===== src/rtl/bb84_key_sifter.sv =====
// ---------------------------------------------------------------------------
// bb84_key_sifter
//
// Purpose:
//   This is the back end of the BB84 receiver. It takes one sifting result per
//   qubit slot and builds the surviving bits into a fixed-length sifted key.
//   Once KEY_LEN bits are collected, the key stays stable until the consumer
//   acknowledges it. The block also counts discarded slots and dropped slots,
//   and flags illegal result codes.
//
// Parameters:
//   KEY_LEN        kept bits per key (>= 2)
//   CNT_W          width of the saturating statistics counters
//
// Ports:
//   clk            system clock
//   reset          synchronous, active-high reset
//   slot_valid     one-cycle pulse; r0/r1/ignore carry a slot result
//   r0, r1, ignore one-hot sifting result (kept 0 / kept 1 / discard)
//   key_ack        consumer has taken the key (only honoured while key_valid)
//   key            assembled key, first kept bit in the MSB
//   key_valid      key complete and held stable
//   bit_count      kept bits in the current key
//   discard_count  ignore slots since reset (saturating)
//   drop_count     legal kept slots lost while holding a key (saturating)
//   code_err       sticky flag: an illegal code arrived on a valid slot
// ---------------------------------------------------------------------------
module bb84_key_sifter #(
  parameter int KEY_LEN = 8,
  parameter int CNT_W   = 8,
  localparam int BC_W   = $clog2(KEY_LEN + 1)
) (
  input  logic               clk,
  input  logic               reset,
  input  logic               slot_valid,
  input  logic               r0,
  input  logic               r1,
  input  logic               ignore,
  input  logic               key_ack,
  output logic [KEY_LEN-1:0] key,
  output logic               key_valid,
  output logic [BC_W-1:0]    bit_count,
  output logic [CNT_W-1:0]   discard_count,
  output logic [CNT_W-1:0]   drop_count,
  output logic               code_err
);

  typedef enum logic {
    ST_COLLECT = 1'b0,
    ST_HOLD    = 1'b1
  } state_t;

  state_t             state_reg;
  logic [KEY_LEN-1:0] key_reg;
  logic               key_valid_reg;
  logic [BC_W-1:0]    bit_count_reg;
  logic [CNT_W-1:0]   discard_count_reg;
  logic [CNT_W-1:0]   drop_count_reg;
  logic               code_err_reg;

  // Slot decode. Only the three one-hot codes are legal. Every other code
  // on a valid slot is illegal. It is flagged and otherwise ignored.
  logic [2:0] slot_code;
  logic       kept_slot;
  logic       kept_bit;
  logic       discard_slot;
  logic       illegal_slot;
  logic       last_bit;

  always_comb begin
    slot_code    = {r0, r1, ignore};
    kept_slot    = slot_valid && ((slot_code == 3'b100) || (slot_code == 3'b010));
    kept_bit     = r1;
    discard_slot = slot_valid && (slot_code == 3'b001);
    illegal_slot = slot_valid && !kept_slot && !discard_slot;
    // The kept bit arriving now completes the key.
    last_bit     = (bit_count_reg == BC_W'(KEY_LEN - 1));
  end

  always_ff @(posedge clk) begin
    if (reset) begin
      state_reg         <= ST_COLLECT;
      key_reg           <= '0;
      key_valid_reg     <= 1'b0;
      bit_count_reg     <= '0;
      discard_count_reg <= '0;
      drop_count_reg    <= '0;
      code_err_reg      <= 1'b0;
    end else begin
      if (illegal_slot) begin
        code_err_reg <= 1'b1;
      end

      // Discards are counted in both states. The counter sticks at all-ones.
      if (discard_slot && (discard_count_reg != '1)) begin
        discard_count_reg <= discard_count_reg + 1'b1;
      end

      case (state_reg)
        ST_COLLECT: begin
          // key_ack is deliberately ignored here.
          if (kept_slot) begin
            key_reg       <= {key_reg[KEY_LEN-2:0], kept_bit};
            bit_count_reg <= bit_count_reg + 1'b1;
            if (last_bit) begin
              state_reg     <= ST_HOLD;
              key_valid_reg <= 1'b1;
            end
          end
        end

        ST_HOLD: begin
          // The key is frozen. A kept slot in this state is lost, even on the
          // ack cycle, so the earliest storable slot is the cycle after the ack.
          if (kept_slot && (drop_count_reg != '1)) begin
            drop_count_reg <= drop_count_reg + 1'b1;
          end
          if (key_ack) begin
            state_reg     <= ST_COLLECT;
            key_reg       <= '0;
            bit_count_reg <= '0;
            key_valid_reg <= 1'b0;
          end
        end

        default: begin
          state_reg <= ST_COLLECT;
        end
      endcase
    end
  end

  assign key           = key_reg;
  assign key_valid     = key_valid_reg;
  assign bit_count     = bit_count_reg;
  assign discard_count = discard_count_reg;
  assign drop_count    = drop_count_reg;
  assign code_err      = code_err_reg;

endmodule

===== config.mk =====
export PLATFORM = sky130hd
export DESIGN_NAME = bb84_key_sifter
export DESIGN_NICKNAME = d
export VERILOG_FILES = /design/src/rtl/bb84_key_sifter.sv
export SDC_FILE = /design/constraint.sdc
export NUM_CORES = 1
export LEC_CHECK = 0
export BUFFER_PORTS_ARGS = -buffer_cell sky130_fd_sc_hd__buf_4
export CORE_ASPECT_RATIO = 0.8
export CORE_MARGIN = 3
export CORE_UTILIZATION = 55
export DETAILED_ROUTE_END_ITERATION = 8
export GPL_ROUTABILITY_DRIVEN = 0
export PLACE_DENSITY = 0.87
export SLEW_MARGIN = 30
export SYNTH_ARGS = -nofsm -noshare
export SYNTH_HDL_FRONTEND = slang
export SYNTH_SLANG_ARGS = --single-unit

===== constraint.sdc =====
create_clock -name clk -period 4.1 [get_ports clk]
set_clock_uncertainty 0.15 [all_clocks]
set_input_delay 1.025 -clock clk [delete_from_list [all_inputs] [get_ports clk]]
set_output_delay 1.025 -clock clk [all_outputs]
set_load 0.03 [all_outputs]

==> flow_summary.yaml <==
outcome:
  status: "completed"
clocking:
  clk-insertion-delay-late_ns: 0.34
  postCtsSetupBuffers: 0
  numCtsBuffers: 5
  tritoncts: "built"
  cts-root-buf: "clkbuf_4"
  cts_max_path_buffers: 2
  cts_resized: 0
  cts.sinks: 31
  clk_pin_slew_worst_paths_ns: 0.10
  htree_levels: 2
  ctsHoldBuffers: 0
worst_hold_path:
  min_path_type: "flip-flop to flip-flop"
  min_from: "code_err$_SDFFE_PP0P_"
power_and_ir_drop:
  p_leak_nw: 0.720
  finalPower_uw: 517
  p_per_area_nw_per_um2: 291
  ir_worst_vdd_uv: 187
finish:
  instances_no_fill: 239
  areaGrowthSynthToFinish_pct: 23.1
  fin_nets: 214
  num_antenna_cells: 0
  drive_gt1_share_pct: 25.4
placed_design:
  io_buffers: 36
  dpl.cell_count: 231
  dp_hpwl_um: 2590
drt:
  vias: 1383
  routedWlPerCell_um: 15.1
  wl_um: 3620
  drt_iter0_drc: 194
  drc_errors: 0
  dr.pass1.iters: 4
  via_per_inst: 5.79
  ant_nets: 0
synthesis:
  synth_top_area_share_pct: 43.0
  syn_area_per_cell_sq_um: 8.59
  yosys-top-cells-count: "dfxtp_1, nand2_1, nand3_1"
  synthesis.nets: 178
  synthFlopType: "dfxtp_1"
  synthTopCellsByArea: "dfxtp_1, nand3_1, a21oi_1"
  synth-edff-count: 0
  yosysWarnings: 0
  yosysTopAreaCell: "dfxtp_1"
  netlist-cell-type-count: 41
  synth_seq_area_share_pct: 43.0
  async_reset_ff_share_pct: 0
  synth_area_sq_um: 1440
  ys_ff_latch: 31
  post-synth-top-count-cell: "dfxtp_1"
  syn_inst: 168
sta:
  fin_setup_tns_ns: 0
  relSlewSlack_pct: 59.5
  hold_viol_final: 0
  fmax_mhz: 436
  max_slew.worst_pin.slew_ns: 0.603
  slew_violations: 0
  fin_crit_sh_pct: 55.9
  rsz0062_at_grt: "false"
  setup_viol: 0
  min_period_ns: 2.29
die:
  core_area_sq_um: 2330
  initial_utilization_pct: 62.0
  num_rows: 15
  ios: 37
  die_x_um: 63.3
  die_area_sq_um: 3280
  die-height_um: 51.8
worst_setup_path:
  cp-end-kind: "flip-flop"
  worstPathRequired_ns: 4.19
  critical-path-top-delay-family: "simple AND/OR/NAND/NOR gates"
  crit_type: "input pin to flip-flop"
  startpoint: "r1"
  start_kind: "input pin"
  r2r-start: "discard_count[0]$_SDFFE_PP0P_"
  cp_slowest_stage_delay_ns: 0.50
  critPathMaxFanout: 7
  crit_buf_inv: 2
  worstPathArrival_ns: 2.38
  crit_chain: "buf_4, xnor2_1, nor3_1, buf_4, a21oi_1, a31o_2"
  cp_slowest_cell: "nor3_1"
  crit_path_frequent_cell: "buf_4"
run:
  max_cap_violations: 0
global_routing:
  grtUsageTotal_pct: 23.4
  grt_pass1_wl_um: 5870
  grt_max_degree: 36
  globalRouteOverflowTotal: 0
  grt_pass1_vias: 1297
  antenna_found_initial: 0
-- cell usage in the layout (no fill, tap or decap), drive strengths merged, types with 2 or more instances in the layout --
cell type  count
buf           37
dfxtp         31
nand2         20
nand3         17
a21oi         16
nor2          14
o21ai          8
clkbuf         7
mux2i          6
nand4          4
nand2b         3
nor3           3
xor2           3
ha             3
mux2           3
or3            2
nand3b         2
nor4           2
o21ba          2
a31oi          2
o31ai          2
or4            2
-- worst min-delay path, delay by kind of cell (launching register included) --
kind	cells	cell delay, ns
AO/OA/AOI/OAI	1	0.05
flip-flops	1	0.34
AND/OR/NAND/NOR	1	0.07
-- power breakdown --
group / total (mW) / leakage (nW) / internal [mW] / switching, mW
Clock: 0.172 / 0.0293 / 0.0667 / 0.105
Combinational: 0.0389 / 0.441 / 0.0151 / 0.0237
Sequential: 0.306 / 0.250 / 0.303 / 0.00250
Total: 0.517 / 0.720 / 0.385 / 0.131
-- layout make-up --
type	count	area, sq um
clock buffers	7	45.0
repair buffers	37	278
fillers	199	549
inverters	1	3.75
flip-flops and latches	31	621
well taps	34	42.5
clock inverters	1	5.00
multi-input cells	128	783
-- per-layer routing --
layer / vias to the layer above / routed length [um] / track usage, %
met1: 647 / 1510 / 28.5
li1: 679 / - / -
met2: 53 / 1800 / 38.5
met5: - / 0 / 0
met4: 0 / 30 / 10.4
met3: 4 / 272 / 7.13
-- cells by family after synthesis --
kind of cell / after synthesis / share of synthesized area, %
adders and majority gates: 3 / 2.60
AOI/OAI and AO/OA: 35 / 14.7
muxes: 9 / 6.76
buffers and inverters: 9 / 2.77
and+or+nand+nor: 77 / 27.7
DFF: 31 / 43.0
xor gates and xnor gates: 4 / 2.43
-- metrics by stage --
step | area (sq um) | hold slack, ns | utilization, % | setup WS, ns
2_1_floorplan | 1440 | 0.315 | - | 1.72
3_3_place_gp | 1730 | 0.308 | 74.2 | 1.54
3_5_place_dp | 1730 | 0.317 | 74.2 | 1.46
4_1_cts | 1780 | 0.335 | 76.4 | 1.80
5_1_grt | 1780 | 0.345 | 76.4 | 1.72
6_report | 1780 | 0.332 | 76.4 | 1.81
-- final timing paths --
path | slack (ns) | to | depth (start not counted)
max | 1.81 | bit_count[2]$_SDFFE_PP0P_ | 6
min | 0.33 | code_err$_SDFFE_PP0P_ | 2
max reg2reg | 2.32 | discard_count[7]$_SDFFE_PP0P_ | 5
min reg2reg | 0.33 | code_err$_SDFFE_PP0P_ | 2
(Power assumes the default switching activity.)
